$ cat config.mk
export PLATFORM = sky130hd
export DESIGN_NAME = parzen_window_sequencer
export DESIGN_NICKNAME = d
export VERILOG_FILES = /design/src/rtl/parzen_window_sequencer.sv
export SDC_FILE = /design/constraint.sdc
export NUM_CORES = 1
export LEC_CHECK = 0
export CORE_MARGIN = 2
export CORE_UTILIZATION = 35
export CTS_CLUSTER_DIAMETER = 150
export DETAILED_ROUTE_END_ITERATION = 6
export GPL_TIMING_DRIVEN = 0
export PLACE_DENSITY = 0.54
export SETUP_SLACK_MARGIN = 0.1
export SLEW_MARGIN = 25
export SYNTH_ARGS = -nofsm -noshare
export SYNTH_HDL_FRONTEND = slang
export SYNTH_SLANG_ARGS = --single-unit
$ cat constraint.sdc
create_clock -name clk_i -period 4.7 [get_ports clk_i]
set_input_delay 0.94 -clock clk_i [delete_from_list [all_inputs] [get_ports clk_i]]
set_output_delay 0.94 -clock clk_i [all_outputs]
set_load 0.005 [all_outputs]
$ cat src/rtl/parzen_window_sequencer.sv
`default_nettype none
// +----------------------------------------------------------------------------+
// | parzen_window_sequencer                                                    |
// | Issues window positions to the ParzenWindow datapath and buffers results.  |
// | Revision: 1.0                                                              |
// +----------------------------------------------------------------------------+
module parzen_window_sequencer #(
  parameter int WINDOW_SIZE_POW2 = 10,
  parameter int OUTPUT_INT       = 10,
  parameter int OUTPUT_FRAC      = 16,
  parameter int PIPE_LAT         = 3,
  parameter int FIFO_DEPTH       = 8,
  parameter int GAP_W            = 8,
  parameter int FRAME_W          = 8
) (
  input  logic                              clk_i,
  input  logic                              rst_i,
  input  logic                              start_i,
  input  logic                              stop_i,
  input  logic [FRAME_W-1:0]                frames_i,
  input  logic [GAP_W-1:0]                  gap_i,
  output logic [WINDOW_SIZE_POW2-1:0]       tri_o,
  input  logic [OUTPUT_INT+OUTPUT_FRAC-1:0] win_i,
  output logic [OUTPUT_INT+OUTPUT_FRAC-1:0] win_o,
  output logic                              win_valid_o,
  input  logic                              win_ready_i,
  output logic                              win_last_o,
  output logic                              busy_o,
  output logic                              done_o
);

  localparam int c_dw     = OUTPUT_INT + OUTPUT_FRAC;
  localparam int c_cw     = $clog2(FIFO_DEPTH + PIPE_LAT + 2);
  localparam int c_aw     = (FIFO_DEPTH > 1) ? $clog2(FIFO_DEPTH) : 1;
  localparam int c_last_i = FIFO_DEPTH - 1;
  localparam logic [c_aw-1:0] c_last_idx = c_last_i[c_aw-1:0];
  localparam logic [c_cw-1:0] c_depth    = FIFO_DEPTH[c_cw-1:0];

  generate
    if (FIFO_DEPTH < PIPE_LAT + 1 || PIPE_LAT < 1) begin : g_bad_cfg
      $error("parzen_window_sequencer: need PIPE_LAT>=1 and FIFO_DEPTH>=PIPE_LAT+1");
    end
  endgenerate

  typedef enum logic [1:0] {
    S_IDLE  = 2'd0,
    S_RUN   = 2'd1,
    S_GAP   = 2'd2,
    S_DRAIN = 2'd3
  } state_t;

  state_t                      r_state;
  logic [WINDOW_SIZE_POW2-1:0] r_pos;
  logic [WINDOW_SIZE_POW2-1:0] r_tri;
  logic [FRAME_W-1:0]          r_frames;
  logic [FRAME_W-1:0]          r_frame_cnt;
  logic [GAP_W-1:0]            r_gap;
  logic [GAP_W-1:0]            r_gap_cnt;
  logic                        r_stop_pend;
  logic                        r_done;
  // Stage 0 is aligned with tri_o; stage PIPE_LAT is aligned with win_i.
  logic [PIPE_LAT:0]           r_tag_vld;
  logic [PIPE_LAT:0]           r_tag_last;
  logic [c_dw-1:0]             r_mem_data [FIFO_DEPTH];
  logic                        r_mem_last [FIFO_DEPTH];
  logic [c_aw-1:0]             r_wr_ptr;
  logic [c_aw-1:0]             r_rd_ptr;
  logic [c_cw-1:0]             r_count;

  logic [c_cw-1:0] w_inflight;
  logic            w_issue;
  logic            w_push;
  logic            w_pop;
  logic            w_wrap;
  logic            w_stop;
  logic            w_frames_done;
  logic            w_valid;

  always_comb begin
    w_inflight = '0;
    for (int i = 0; i <= PIPE_LAT; i++) begin
      w_inflight = w_inflight + {{(c_cw-1){1'b0}}, r_tag_vld[i]};
    end
  end

  assign w_issue       = (r_state == S_RUN) && ((w_inflight + r_count) < c_depth);
  assign w_push        = r_tag_vld[PIPE_LAT];
  assign w_valid       = (r_count != '0);
  assign w_pop         = w_valid && win_ready_i;
  assign w_wrap        = (r_pos == '1);
  assign w_stop        = r_stop_pend || stop_i;
  assign w_frames_done = (r_frames != '0) &&
                         (({1'b0, r_frame_cnt} + 1'b1) == {1'b0, r_frames});

  always_ff @(posedge clk_i) begin
    if (rst_i) begin
      r_state     <= S_IDLE;
      r_pos       <= '0;
      r_tri       <= '0;
      r_frames    <= '0;
      r_frame_cnt <= '0;
      r_gap       <= '0;
      r_gap_cnt   <= '0;
      r_stop_pend <= 1'b0;
      r_done      <= 1'b0;
      r_tag_vld   <= '0;
      r_tag_last  <= '0;
      r_wr_ptr    <= '0;
      r_rd_ptr    <= '0;
      r_count     <= '0;
    end else begin
      r_done     <= 1'b0;
      r_tag_vld  <= {r_tag_vld[PIPE_LAT-1:0], w_issue};
      r_tag_last <= {r_tag_last[PIPE_LAT-1:0], w_issue && w_wrap};

      if (w_issue) begin
        r_tri <= r_pos;
        r_pos <= r_pos + 1'b1;
      end

      if (w_push) r_wr_ptr <= (r_wr_ptr == c_last_idx) ? '0 : r_wr_ptr + 1'b1;
      if (w_pop)  r_rd_ptr <= (r_rd_ptr == c_last_idx) ? '0 : r_rd_ptr + 1'b1;
      case ({w_push, w_pop})
        2'b10:   r_count <= r_count + 1'b1;
        2'b01:   r_count <= r_count - 1'b1;
        default: r_count <= r_count;
      endcase

      if (stop_i && r_state != S_IDLE) r_stop_pend <= 1'b1;

      case (r_state)
        S_IDLE: begin
          if (start_i) begin
            r_frames    <= frames_i;
            r_gap       <= gap_i;
            r_pos       <= '0;
            r_frame_cnt <= '0;
            r_gap_cnt   <= '0;
            r_stop_pend <= stop_i;
            r_state     <= S_RUN;
          end
        end
        S_RUN: begin
          if (w_issue && w_wrap) begin
            r_frame_cnt <= r_frame_cnt + 1'b1;
            if (w_stop || w_frames_done) begin
              r_stop_pend <= 1'b0;
              r_state     <= S_DRAIN;
            end else if (r_gap != '0) begin
              r_gap_cnt <= '0;
              r_state   <= S_GAP;
            end
          end
        end
        S_GAP: begin
          if (w_stop) begin
            r_stop_pend <= 1'b0;
            r_state     <= S_DRAIN;
          end else if ((r_gap_cnt + 1'b1) == r_gap) begin
            r_state <= S_RUN;
          end else begin
            r_gap_cnt <= r_gap_cnt + 1'b1;
          end
        end
        S_DRAIN: begin
          if (w_inflight == '0 && r_count == '0) begin
            r_stop_pend <= 1'b0;
            r_done      <= 1'b1;
            r_state     <= S_IDLE;
          end
        end
        default: r_state <= S_IDLE;
      endcase
    end
  end

  // Storage needs no reset: the head is masked while the FIFO is empty.
  always_ff @(posedge clk_i) begin
    if (w_push) begin
      r_mem_data[r_wr_ptr] <= win_i;
      r_mem_last[r_wr_ptr] <= r_tag_last[PIPE_LAT];
    end
  end

  assign tri_o       = r_tri;
  assign win_valid_o = w_valid;
  assign win_o       = w_valid ? r_mem_data[r_rd_ptr] : '0;
  assign win_last_o  = w_valid && r_mem_last[r_rd_ptr];
  assign busy_o      = (r_state != S_IDLE);
  assign done_o      = r_done;

endmodule
`default_nettype wire
* Word level (Yosys, flattened, before mapping)
Memories as Yosys holds them, arrays and structs flattened. A register that Yosys moved wholly into a read port is not among the register bits. Index checks and enable logic that the tools add are counted.
Operators by class: $add $sub $neg 12, $lt $le $gt $ge 1, eq/ne operators 19, mux-type cells 38, reductions and logical operators 24, bitwise gates (word level) 1
Operator list (count):
- $mux 8 | 7
- $mux 10 | 3
- $mux 26 | 1
- $pmux 8 s3 | 1
- $mux 3 | 6
- $add 8x1->8 const B | 2
- $pmux 8 s2 | 1
- $reduce_bool 8->1 | 2
- $mux 2 | 7
- $add 10x1->10 const B | 1
- $eq 10x10->1 const B | 1
- $ne 2x2->1 const B | 5
- $add 8x1->9 const B | 1
- $eq 9x8->1 | 1
- $mux 1 | 9
- $eq 8x8->1 | 1
- $logic_not 4->1 | 2
- $pmux 2 s4 | 1
- $pmux 4 s2 | 1
- $logic_and 1x1->1 | 7
- $reduce_and 7->1 | 1
- $add 3x1->3 const B | 2
- $eq 2x2->1 const B | 3
- $eq 3x3->1 const B | 2
- other kinds (22) | 27
Word-level totals: bits of input ports 47, memories kept 2, output and inout bits 40, memory bits (writable) 216, word-level logic and storage cells 111, flip-flop bits (word level) 74
Memories:
- r_mem_data | depth 8, bits a word 26, read ports 1, clocked after memory_dff 1, write ports 1, RTL line 64 | logic [c_dw-1:0] r_mem_data [FIFO_DEPTH];
- r_mem_last | depth 8, bits a word 1, read ports 1, clocked after memory_dff 1, write ports 1, RTL line 65 | logic r_mem_last [FIFO_DEPTH];

* Longest topological paths before layout
Gate-level depths: netlist (run 1).
word-level depth 9, depth in mapped cells 13, mapped depth without buffers 13

* Worst setup path after synthesis (run 1)
No wires, ideal clock.
path type register to register, start point register r_tag_vld[3], end point register r_gap_cnt[4], buffers on the path 0, required time 4.553 ns, arrival time 3.189 ns, slack 1.364 ns, period minus slack after synthesis 3.336 ns, cell stages (with the launch flop) 13, path through dfxtp_1 > inv_1 > fa_1 > inv_1 > ha_1 > ha_1 > ha_1 > a21oi_1 > and3_1 > nor2_1 > o41a_1 > a2111oi_4 > a311oi_1
On the way: longest elaborated chain between the ends 7
Ends and longest elaborated chain:
- from (decl) | RTL line 62 | logic [PIPE_LAT:0] r_tag_vld;
- from (signal assigned) | RTL line 113 | r_tag_vld <= {r_tag_vld[PIPE_LAT-1:0], w_issue};
- $add 3x1->4 | RTL line 82 | w_inflight = w_inflight + {{(c_cw-1){1'b0}}, r_tag_vld[i]};
- $add 4x4->4 | RTL line 86 | assign w_issue = (r_state == S_RUN) && ((w_inflight + r_count) < c_depth);
- $lt 4x4->1 | RTL line 86
- $logic_and 1x1->1 | RTL line 86
- $logic_and 1x1->1 | RTL line 144 | if (w_issue && w_wrap) begin
- $ne 2x1->1 (no source line)
- $reduce_and 7->1 (no source line)
- to (signal assigned) | RTL line 162 | r_gap_cnt <= r_gap_cnt + 1'b1;
- to (decl) | RTL line 58 | logic [GAP_W-1:0] r_gap_cnt;
No other way between the ends. A chain may end at the register's enable or synchronous reset.

* Worst setup path in the final report (run 1)
start point register r_count[0], end point output win_o[22]
On the way: longest elaborated chain between the ends 2
Ends and longest elaborated chain:
- from (decl) | RTL line 68 | logic [c_cw-1:0] r_count;
- from (signal assigned) | RTL line 124 | 2'b10: r_count <= r_count + 1'b1;
- from (signal assigned) | RTL line 125 | 2'b01: r_count <= r_count - 1'b1;
- from (signal assigned) | RTL line 126 | default: r_count <= r_count;
- $reduce_bool 4->1 | RTL line 88 | assign w_valid = (r_count != '0);
- $mux 26 | RTL line 187 | assign win_o = w_valid ? r_mem_data[r_rd_ptr] : '0;
- to (decl) | RTL line 24 | output logic [OUTPUT_INT+OUTPUT_FRAC-1:0] win_o,
No other way between the ends.

==> impl_results.md, run 1 <==
* Post-DRT Antenna Nets at 0
* F_max at 0.243 GHz
* Cts repair resizes at 0
* Simple-gate share of the synthesized area at 8.64%
* PortBufs at 86
* Die area at 0.0354 sq mm
* Fin area at 0.0148 sq mm
* Final wirelength at 25000 um
* Post-route minimum period at 4.11 ns
* # diodes at 0
* Dpl hpwl at 16600 um
* Final Hold Viols at 0
* CORE AREA at 0.0334 sq mm
* Max-Cap Viols at 0
* Initial core utilization at 35.5%
* # clock sinks at 293
* WL per Instance at 17.8 um
* Met2 WL at 12000 um
* Post-Synth XOR/XNOR Area at 2.73%
* Synthesized flop and latch total at 293
* Total global routing overflow at 0
* Io pins at 87
* Worst Path Max Fanout at 10
* RSZ-0062 raised after global routing: false
* FP Rows at 67
* Max transition margin at 42.1%
* Clock latency on the worst-skew pair at 0.50 ns
* Largest net degree at the start of global routing at 19
* Seq/Total Area, Yosys at 67.6%
* Setup violators final at 0
* Global-route wire length before repair at 39900 um
* Status: complete, no violations
* Cell taking the most area after synthesis: edfxtp_1
* Root buf cell: clkbuf_16
* Pleak at 0.00472 uW
* Die X at 188 um
* Startpoint types: flop
* Worst Hold Class: flop to flop
* Vias in the first global route at 7204
* Placed cell area at 0.0136 sq mm
* Compound-Gate Fraction of Synth Area at 4.54%
* Layout cells sized above 1 at 15.2%
* Actual slew at the worst max-slew pin at 0.868 ns
* Syn Std Cell Area at 0.0119 sq mm
* Distinct cells, synth at 54
* Num CTS Buffers at 34
* Main combinational cell family by area after synthesis: multiplexers
* H-tree lvl count at 2
* WP data required at 3.76 ns
* Initial DRC count at 378
* Final period util at 87.4%
* Top sig layer: met4
* Initial antenna violation count at 0
* Fillers at 3002
* Synth top cells by count: 216 x edfxtp_1, 77 x dfxtp_1, 74 x nand2_1, 71 x nor2_1, 54 x mux4_2
* GRT Overall Usage at 14.5%
* Number of flops mapped to enable cells by yosys at 216
* First-pass DRT Iterations at 5
* Main area contributors after synthesis: edfxtp_1 55%, dfxtp_1 13%, mux4_2 10%
* CTS clk-pin slew, worst paths at 0.06 ns
* Multiplexer area fraction after synthesis at 12.9%
* Power density cells at 406 mW/mm^2
* CP endpoint kind: output port
* Die Height at 188 um
* Post-synth ARST share at 0%
* Routed metal-1 wirelength at 11400 um
* Post-synth top area share at 54.6%
* CTS Buffer Depth at 3
* Area Overhead vs Synth at 24.3%
* Routability congestion estimate at 0.766
* Via count at 6815
* Max VDD drop at 0.189 mV
* Syn nets at 856
* Critical Path AT at 3.17 ns
* Nets at 993
* # DRC at 0
* Syn_area_per_cell at 15.0 sq um
* # Post-CTS Setup Buffers at 0
* Worst hold slack at 0.436 ns
* Final Skew at 0.00991 ns
* Ys Warns at 0
* CTS tree: done
* Syn Inst Count at 793
* Count leader, synth: edfxtp_1
* Ys flop type: edfxtp_1
* Post-Synth Adder-Cell Area at 1.81%
* Vias per cell at 4.86
* Final slew viol count at 0
* WL met3 at 1140 um
* Hold buffer count at CTS at 0
* CP Class: flop to output port
[cell usage in the layout, fill, tap and decap left out, types with 15 or more instances in the layout]
master / Yosys / routed
edfxtp_1: 216 / 216
clkdlybuf4s50_1: 0 / 86
dfxtp_1: 77 / 77
nand2_1: 74 / 74
nor2_1: 71 / 65
mux4_2: 54 / 54
a21oi_1: 45 / 45
clkbuf_16: 0 / 36
mux2i_1: 31 / 31
clkbuf_1: 23 / 28
xnor2_1: 23 / 23
inv_1: 18 / 18
o21ai_0: 15 / 15
[worst max-delay path, cell delays in order (launching register included)]
cell,delay [ns]
dfxtp_1,0.36
nor4_1,0.45
clkbuf_1,0.61
clkbuf_1,0.54
nor2_1,0.20
clkdlybuf4s50_1,0.50
[layout make-up]
cell class	count	area [sq um]	area share, %
flip-flops and latches	293	8030	54.4
multi-input cells	446	3690	25.0
repair buffers	101	1100	7.46
clock buffers	42	933	6.33
well taps	448	561	3.80
clock inverters	19	235	1.59
plain buffers	35	140	0.950
inverters	19	71.3	0.483
[through the flow]
| stage | cells | TNS (ns) | setup WS [ns] | total power [uW] | util (%) |
|---|---|---|---|---|---|
| global placement | 1327 | -9.56 | -0.261 | 3350 | 39.7 |
| global route | 1403 | 0 | 0.340 | 6240 | 44.1 |
| CTS | 1403 | 0 | 0.516 | 6080 | 44.1 |
| finish | 1403 | 0 | 0.590 | 6000 | 44.1 |
| detailed placement | 1342 | 0 | 0.918 | 3350 | 40.6 |
| floorplan | 793 | 0 | 1.36 | 3160 | - |
[path summary, 6_finish.rpt]
| kind | endpoint | cells past startpoint | slack (ns) | start |
|---|---|---|---|---|
| hold / removal | r_tag_last[2] | 1 | 0.44 | r_tag_last[1] |
| setup / recovery | win_o[22] | 5 | 0.59 | r_count[0] |
| hold reg to reg | r_tag_last[2] | 1 | 0.44 | r_tag_last[1] |
| setup reg to reg | r_gap_cnt[7] | 12 | 0.93 | r_tag_vld[3] |
[power by group]
group          internal [uW]  total (uW)  switching, uW
clock network           1690        2700           1010
registers               2810        2840           30.6
logic                    193         452            260
total                   4690        6000           1300
[per-layer routing]
layer | global-route usage, % | vias to the layer above
met5 | 0 | -
met4 | 4.45 | 0
met3 | 2.56 | 40
met2 | 23.6 | 148
met1 | 19.8 | 3351
li1 | - | 3276
[cell families after synthesis]
family                   count (synthesis)
AO/OA/AOI/OAI                           86
XOR/XNOR                                37
adder cells (fa/ha/maj)                 16
buffers and inverters                   54
flip-flops                             293
multiplexers                            85
AND/OR/NAND/NOR                        222
[registers in the layout, indices dropped and copies added (netlist names), 8 cells and up, named ones only]
signal / count
r_mem_data: 208
r_frame_cnt: 8
r_mem_last: 8
tri_o: 10
r_frames: 8
r_gap_cnt: 8
r_pos: 10
r_gap: 8
Note: power is estimated with default switching activity, not from simulation.
==> run 2, diff against run 1 <==
- ABC_CLOCK_PERIOD_IN_PS: default -> 4100
- clock period: 4.7 -> 4.1 ns (I/O delays scaled with it)
==> impl_results.md, run 2 (synthesis gave the netlist of run 1 again) <==
* Status: complete, no violations
* Power density cells at 466 mW/mm^2
* Layout cells sized above 1 at 16.0%
* Largest Register: r_mem_data
* Pleak at 0.00475 uW
* Max-Cap Viols at 0
* F_max at 0.258 GHz
* Final period util at 94.5%
* Die X at 188 um
* Dpl hpwl at 16600 um
* PnR Total Power at 6880 uW
* Area Overhead vs Synth at 24.5%
* H-tree lvl count at 2
* Total global routing overflow at 0
* Routability congestion estimate at 0.766
* WP data required at 3.28 ns
* Die Height at 188 um
* Largest register FFs at 208
* CP Class: flop to output port
* Nets at 994
* Final slew viol count at 0
* CTS clk-pin slew, worst paths at 0.06 ns
* Startpoint types: flop
* RSZ-0062 raised after global routing: true
* GRT Overall Usage at 14.5%
* Clock latency on the worst-skew pair at 0.51 ns
* Most common cell after layout, fill and taps aside: edfxtp_1
* Root buf cell: clkbuf_16
* Final Skew at 0.0151 ns
* Final Util at 44.2%
* Initial core utilization at 35.5%
* Critical Path AT at 3.06 ns
* Largest net degree at the start of global routing at 19
* Vias per cell at 4.89
* Initial antenna violation count at 0
* Die area at 0.0354 sq mm
* CTS Buffer Depth at 3
* Post-route minimum period at 3.88 ns
* Global-route wire length before repair at 39900 um
* PortBufs at 86
* # DRC at 0
* Post-DRT Antenna Nets at 0
* Setup violators final at 0
* Num CTS Buffers at 34
* Max VDD drop at 0.217 mV
* Dpl cells at 1342
* CTS tree: done
* Commonest non-fill, non-tap cells in the layout: 216 x edfxtp_1, 86 x clkdlybuf4s50_1, 77 x dfxtp_1, 74 x nand2_1, 65 x nor2_1
* Hold buffer count at CTS at 0
* Fin cells at 1405
* FP Rows at 67
* Io pins at 87
* Final wirelength at 25100 um
* Initial DRC count at 389
* Vias in the first global route at 7202
* First-pass DRT Iterations at 5
* Worst Path Max Fanout at 10
* Via count at 6868
* WL per Instance at 17.9 um
* Worst Hold Class: flop to flop
* Max transition margin at 44.9%
* CP endpoint kind: output port
* CORE AREA at 0.0334 sq mm
* Final Hold Viols at 0
* # clock sinks at 293
* Actual slew at the worst max-slew pin at 0.826 ns
* Fillers at 2998
[run 2: cell types whose count changed in the layout (fill, tap and decap cells not counted), sizes merged]
cell and change:
buf -2, clkbuf +3, diode +1
[run 2: metal layers]
layer  part of all wire, %  global-route usage (%)  routed length (um)  vias up
met5                     0                       0                   0        -
met4                   1.9                    4.45                 471        0
met3                   4.3                    2.56                1090       40
met2                    48                    23.6               12100      143
met1                    46                    19.7               11500     3408
li1                      -                       -                   -     3277
[run 2: repair_timing]
| item | in CTS | in global routing |
|---|---|---|
| buffers inserted | 0 | 1 |
| gates cloned | 0 | 0 |
| pin swaps | 0 | 1 |
| gates resized for setup | 2 | 8 |
| endpoints found under the setup margin | 6 | 38 |
[run 2: worst paths after layout]
path / start / to / slack (ns) / depth (start not counted)
worst max register to register: r_tag_vld[3] / r_frame_cnt[7] / 0.54 / 12
worst max-delay path: flop / win_o[22] / 0.22 / 6
worst min-delay path: r_tag_last[1] / r_tag_last[2] / 0.44 / 1
worst min register to register: r_tag_last[1] / r_tag_last[2] / 0.44 / 1
[run 2: where the power goes]
| group | total [uW] | switching, uW | internal, uW |
|---|---|---|---|
| clock | 3110 | 1160 | 1940 |
| combinational | 525 | 299 | 225 |
| sequential | 3250 | 35.3 | 3220 |
| total | 6880 | 1500 | 5390 |
[run 2: layout make-up]
cell class	count	area, sq um	share of cell area, %
multi-input cells	446	3690	25.0
clock buffers	42	933	6.32
well taps	448	561	3.79
diodes	1	2.50	0.0169
inverters	19	71.3	0.483
clock inverters	19	235	1.59
flip-flops and latches	293	8030	54.3
repair buffers	102	1110	7.50
plain buffers	35	148	0.999
[run 2: per-stage QoR]
step | hold WS (ns) | setup slack (ns) | setup TNS, ns | area, sq um
after floorplan | 0.414 | 0.764 | 0 | 11900
after global placement | 0.416 | -0.861 | -41.96 | 13300
after detailed placement | 0.425 | 0.318 | 0 | 13600
after CTS | 0.440 | 0.101 | 0 | 14800
after global routing | 0.456 | 0.0796 | 0 | 14800
final | 0.436 | 0.224 | 0 | 14800
[run 2: worst max-delay path: stages (launching register included)]
cell and delay [ns]:
dfxtp_1 0.31, buf_1 0.46, clkbuf_1 0.61, mux4_2 0.33, mux2i_1 0.06, nor2_1 0.23
clkdlybuf4s50_1 0.56
==> run 3, diff against run 2 <==
- CORE_UTILIZATION: 35 -> 50
- CTS_CLUSTER_DIAMETER: 150 -> default
- PLACE_DENSITY: 0.54 -> 0.72
- TNS_END_PERCENT: default -> 100
==> impl_results.md, run 3 (synthesis gave the netlist of run 1 again) <==
* Status: complete, no violations
* Largest register FFs at 208
* Via count at 6942
* WP data required at 3.28 ns
* Fillers at 1778
* Actual slew at the worst max-slew pin at 0.860 ns
* Reg2reg start: r_tag_vld[3]
* Die area at 0.0250 sq mm
* WL per Instance at 19.2 um
* # DRC at 0
* Worst Hold Class: flop to flop
* H-tree lvl count at 1
* CP endpoint kind: output port
* Max VDD drop at 0.379 mV
* Layout cells sized above 1 at 15.8%
* Dpl cells at 1212
* Io pins at 87
* Worst R2R Setup Slack at 0.44 ns
* GRT Overall Usage at 19.9%
* Critical Path AT at 3.08 ns
* Largest Register: r_mem_data
* Pleak at 0.00466 uW
* Power density cells at 445 mW/mm^2
* Vias in the first global route at 7038
* F_max at 0.256 GHz
* Final wirelength at 24400 um
* Nets at 988
* Pre-CTS WS at 0.453 ns
* # clock sinks at 293
* Most common cell after layout, fill and taps aside: edfxtp_1
* First-pass DRT Iterations at 4
* RSZ-0062 raised after global routing: false
* Initial DRC count at 427
* CTS clk-pin slew, worst paths at 0.06 ns
* Initial core utilization at 50.7%
* Num CTS Buffers at 30
* Fin cells at 1268
* Total global routing overflow at 0
* Hold buffer count at CTS at 0
* Global-route wire length before repair at 38000 um
* RR Endpoint: r_gap_cnt[4]
* Post-route minimum period at 3.90 ns
* Vias per cell at 5.47
* Post-DRT Antenna Nets at 0
* Dpl hpwl at 15300 um
* Initial antenna violation count at 0
* Worst Setup Slack, final at 0.200 ns
* Die X at 158 um
* Worst r2r path cells at 12
* Startpoint types: flop
* CORE AREA at 0.0234 sq mm
* Max transition margin at 42.7%
* Final period util at 95.1%
* Routability congestion estimate at 0.819
* Worst Path Max Fanout at 10
* Area Overhead vs Synth at 21.4%
* CP Class: flop to output port
* # Post-CTS Setup Buffers at 0
* # diodes at 0
* Final Skew at 0.0223 ns
* Commonest non-fill, non-tap cells in the layout: 216 x edfxtp_1, 86 x clkdlybuf4s50_1, 77 x dfxtp_1, 74 x nand2_1, 65 x nor2_1
* Register area at 0.00803 sq mm
* Final Hold Viols at 0
* Largest net degree at the start of global routing at 18
* CTS Buffer Depth at 3
* Setup violators final at 0
* FP Rows at 56
* Die Height at 158 um
* PortBufs at 86
* Root buf cell: clkbuf_16
* CTS tree: done
* Crit path capture: win_o[8]
* Multi-input logic area at 0.00369 sq mm
* Clock latency on the worst-skew pair at 0.55 ns
* Max-Cap Viols at 0
* Final slew viol count at 0
==> run 3: layout make-up <==
type,count,share of cell area [%]
plain buffers,35,1.02
clock buffers,35,5.41
clock inverters,21,1.36
inverters,19,0.495
multi-input cells,446,25.6
flip-flops and latches,293,55.7
well taps,319,2.77
repair buffers,100,7.62
==> run 3: critical path, stage by stage (launching register included) <==
cell and delay (ns):
dfxtp_1 0.30, buf_1 0.44, buf_1 0.68, mux4_2 0.42, mux2i_1 0.17, nor2_1 0.06
clkdlybuf4s50_1 0.46
==> run 3: worst min-delay path by stage <==
stage	start	to	slack, ns	depth (start not counted)
finish	r_tag_last[1]	r_tag_last[2]	0.45	1
global route	r_tag_last[2]	r_tag_last[3]	0.46	1
CTS	r_tag_last[1]	r_tag_last[2]	0.45	1
detailed placement	r_tag_last[2]	r_tag_last[3]	0.43	1
global placement	r_tag_last[0]	r_tag_last[1]	0.42	1
floorplan	r_tag_last[0]	r_tag_last[1]	0.41	1
==> run 3: where the power goes <==
group	switching, uW	internal [uW]	leakage [uW]	total (uW)
logic	293	221	0.00161	514
clock network	1090	1550	0.000483	2650
registers	35.3	3220	0.00256	3250
==> run 3: repair_timing <==
action | 4_1_cts | 5_1_grt
setup endpoints to repair | 4 | 27
gates resized for setup | 1 | 10
endpoints found under the hold margin | 0 | 0
cloned | 0 | 0
==> run 3: per-layer routing <==
metal | track usage [%] | part of all wire [%]
met1 | 26.7 | 43
met2 | 34.1 | 49
met5 | 0 | 0
met4 | 4.89 | 1.6
met3 | 3.31 | 5.7
==> run 3: through the flow <==
stage	util (%)	total power, uW	setup TNS [ns]	cell area, sq um	hold slack (ns)
after floorplan	-	3630	0	11900	0.414
after global placement	56.1	3820	-32.74	13100	0.417
after detailed placement	57.4	3830	0	13400	0.425
after CTS	61.5	6470	0	14400	0.450
after global routing	61.6	6640	0	14400	0.462
final	61.6	6410	0	14400	0.445
==> RTL change 1, RTL diff (settings of run 2) <==
Re-encode `state_t` (4 states) as Gray code, 2 bits wide.
--- a/src/rtl/parzen_window_sequencer.sv
+++ b/src/rtl/parzen_window_sequencer.sv
@@ -45,6 +45,6 @@
   typedef enum logic [1:0] {
-    S_IDLE  = 2'd0,
-    S_RUN   = 2'd1,
-    S_GAP   = 2'd2,
-    S_DRAIN = 2'd3
+    S_IDLE  = 2'b00,
+    S_RUN   = 2'b01,
+    S_GAP   = 2'b11,
+    S_DRAIN = 2'b10
   } state_t;
Check against the original RTL: same outputs for any inputs over 10 cycles, from zero or initial values and one cycle with rst_i high; not proved beyond that.
==> RTL change 1 against run 2 <==
Synthesized area grew 1.1%. Clock power shrank 6%. Total power shrank 6.6%. Cell area grew 0.21%. Worst setup slack gained 0.093 ns. Routed wire length grew 3.0%. Sequential cell count is the same. Sequential power shrank 1%.
==> RTL change 1: results (changes against run 2) <==
[status]
status = complete, no violations

[logic_synthesis]
synth-compound-area-share_pct = 5.32  ; +0.78 points
ys_seq_area_share_pct = 66.9  ; -0.71 points
synthMuxAreaShare_pct = 12.6  ; -0.22 points
synth_xor_xnor_area_share_pct = 2.48  ; -0.25 points
synthArstFlopShare_pct = 0  ; unchanged
synth_adder_area_share_pct = 1.79  ; -0.019 points
synth_edf_count = 216  ; unchanged
ys_types = 52  ; -3.7%
synthTopCellsByCount = edfxtp_1 (216), dfxtp_1 (77), nor2_1 (73), nand2_1 (72), mux4_2 (54)
synth_area_leaders = edfxtp_1 (54%), dfxtp_1 (13%), mux4_2 (10%)
avgSynthCellArea_um2 = 14.7  ; -1.7%
syn-num-nets = 878  ; +2.6%

[drt]
wl_um = 25900  ; +3.0%
dr.first_iter.drc_count = 482  ; +24%
viasPerCell = 4.99  ; +2.0%
wl_per_cell_um = 18.2  ; +1.8%

[layout]
drive_gt1_share_pct = 15.7  ; -0.30 points
finalNetCount = 1013  ; +1.9%
multi_input_area_um2 = 3810  ; +3.3%
clock_buffers = 41  ; -2.4%
clk_share_pct = 7.40  ; -0.51 points
nFillCells = 3056  ; +1.9%
nNonClkBuffers = 136  ; -0.73%
regMostFlops = r_mem_data
inverters = 17  ; -2
nMultiInputCombCells = 468  ; +4.9%
seq_share_pct = 54.2  ; -0.11 points
antennaDiodeCount = 0  ; -1
seq_area_um2 = 8030  ; unchanged
bufAreaShareNonClock_pct = 8.43  ; -0.069 points

[power]
switchingPower_w = 0.00134  ; -10%
leakage_nw = 4.81  ; +1.2%
vdd_drop_max_mv = 0.221  ; +1.8%
pg_comb_w = 0.000287  ; -45%
powerSeq_w = 0.00321  ; -1%
internal_power_w = 0.00509  ; -5.5%

[placed_design]
dpl.cell_count = 1363  ; +1.6%
hpwlAfterDp_um = 17200  ; +3.5%
placed_cell_area_um2 = 13700  ; +0.90%
gp_congestion = 0.831  ; +8.4%
dpl_worst_slack_ns = 0.403  ; +0.0855 ns

[critical_path]
crit_path_max_incr_delay_ns = 0.58  ; -0.03 ns
cpLargestDelayFamily = buffers and inverters
arrival_ns = 2.96  ; -0.10 ns

[grt]
grt_pass1_vias = 7260  ; +0.81%
grt_max_degree = 18  ; -1
grt_pass1_wl_um = 40900  ; +2.4%
track_usage_pct = 14.8  ; +0.29 points

[clock_network]
cts_buffers = 34  ; unchanged
clk_pin_slew_worst_paths_ns = 0.05
htree_levels = 2  ; unchanged
cts_max_path_buffers = 3  ; unchanged
clockRootBuffer = clkbuf_16
numClockSinks = 293  ; unchanged

[timing]
worst_pin_slew_ns = 0.757  ; -0.0688 ns
fin_skew_ns = 0.0204  ; +0.00527 ns

RTL change 1: cell types whose count changed after synthesis, sizes merged, moves of 4 or more:
cell    delta
a21oi      +9
a31oi      +9
or3        +5
a211oi     +4
o31ai      -4
xnor2      -4
RTL change 1: path summary, 6_finish.rpt:
check	start	end	slack, ns	cells past startpoint
worst min-delay path	r_tag_last[0]$_SDFF_PP0_	r_tag_last[1]$_SDFF_PP0_	0.43	1
worst max register to register	r_tag_vld[3]$_SDFF_PP0_	r_frame_cnt[1]$_SDFFE_PP0P_	0.45	12
worst max-delay path	register	win_o[12]	0.32	6
worst min register to register	r_tag_last[0]$_SDFF_PP0_	r_tag_last[1]$_SDFF_PP0_	0.43	1
RTL change 1: metal layers:
metal,global-route usage [%],up-vias,share of wire (%)
li1,-,3403,-
met4,3.64,0,1.6
met1,20.0,3515,46
met5,0,-,0
met3,2.56,31,3.9
met2,24.7,143,48
RTL change 1: repair_timing:
item / CTS / global route
gates resized for setup: 0 / 11
cloned: 0 / 0
endpoints found under the setup margin: 3 / 18
==> RTL change 2, RTL diff (config.mk and constraints of run 2) <==
Without the edit above. Set the parameter `WINDOW_SIZE_POW2` to 9 (it was 10).
--- a/src/rtl/parzen_window_sequencer.sv
+++ b/src/rtl/parzen_window_sequencer.sv
@@ -7,3 +7,3 @@
 module parzen_window_sequencer #(
-  parameter int WINDOW_SIZE_POW2 = 10,
+  parameter int WINDOW_SIZE_POW2 = 9,
   parameter int OUTPUT_INT       = 10,
Ports: changed (resized tri_o); port bits go from 87 to 86. No check against the original RTL was run, so the function may have changed too.
==> RTL change 2 against run 2 <==
Die area up 0.15%. Sequential power fell by 2%. Worst setup slack better by 0.090 ns. Critical path depth shrank 2. Synthesized area rose by 0.16%. Routed wire length up 0.79%. Sequential cell count fell by 2. Total power is 9.8% lower. Cell area decreased by 1.0%. Synthesized cell count up 0.25%. Worst hold slack improved by 0.0047 ns. Fmax grew 2.4%. Largest power group unchanged. Highest routed layer unchanged.
==> RTL change 2: results (changes against run 2) <==
[layout]
antennaDiodeCount = 0  ; -1
bufAreaShareNonClock_pct = 8.74  ; +0.24 points
finalNetCount = 990  ; -0.40%
clk_share_pct = 6.90  ; -1.0 points
nMultiInputCombCells = 449  ; +0.67%
clock_buffers = 36  ; -14%
nNonClkBuffers = 136  ; -0.73%
drive_gt1_share_pct = 16.0  ; -0.021 points
fin_cells = 1399  ; -0.43%
multi_input_area_share_pct = 25.5  ; +0.50 points

[placed_design]
hpwlAfterDp_um = 16800  ; +0.76%
gp_congestion = 0.825  ; +7.6%

[clock_network]
htree_levels = 1  ; -1
clkLatencyLatePin_ns = 0.57  ; +0.06 ns
cts_resized = 8  ; +6
cts_buffers = 31  ; -8.8%

[min_path]
hp-start = r_tag_last[2]$_SDFF_PP0_

[status]
status = complete, no violations

[drt]
met2_length_um = 11600  ; -4.1%
wl_um = 25300  ; +0.79%
viasPerCell = 4.92  ; +0.59%
wl_met1_um = 12200  ; +6.2%

[logic_synthesis]
synth_seq_cells = 291  ; -0.68%
synthTopCellsByCount = edfxtp_1 (216), nor2_1 (82), dfxtp_1 (75), nand2_1 (56), mux4_2 (54)

[timing]
worst_pin_slew_ns = 0.871  ; +0.0455 ns

[grt]
met3_usage_pct = 2.09  ; -0.48 points
grtUsageMet1_pct = 20.8  ; +1.1 points
grt_pass1_wl_um = 39900  ; about the same

[power]
p_clk_share_pct = 44.1  ; -1.0 points
leakage_nw = 4.83  ; +1.7%
powerSeq_w = 0.00319  ; -2%

[critical_path]
arrival_ns = 2.97  ; -0.09 ns

==> RTL change 2: per-stage QoR <==
step	util, %	setup WS [ns]	setup TNS, ns	total power [W]	area (µm²)
2_1_floorplan	-	1.03	0	0.00340	11900
3_3_place_gp	39.6	-0.874	-41.39	0.00354	13300
3_5_place_dp	40.5	0.516	0	0.00354	13600
4_1_cts	43.6	0.105	0	0.00630	14600
5_1_grt	43.6	0.137	0	0.00643	14600
6_report	43.6	0.313	0	0.00621	14600
==> RTL change 2: critical path: stages, from the launching register on <==
cell             delay [ns]
dfxtp_1                0.38
nor4_4                 0.79
clkbuf_1               0.57
nor2_1                 0.17
clkdlybuf4s50_1        0.48
==> RTL change 2: path summary, 6_finish.rpt <==
check,endpoint,slack (ns)
max,win_o[18],0.31
min,r_tag_last[3]$_SDFF_PP0_,0.44
max reg2reg,tri_o[7]$_SDFFE_PP0N_,0.55
min reg2reg,r_tag_last[3]$_SDFF_PP0_,0.44
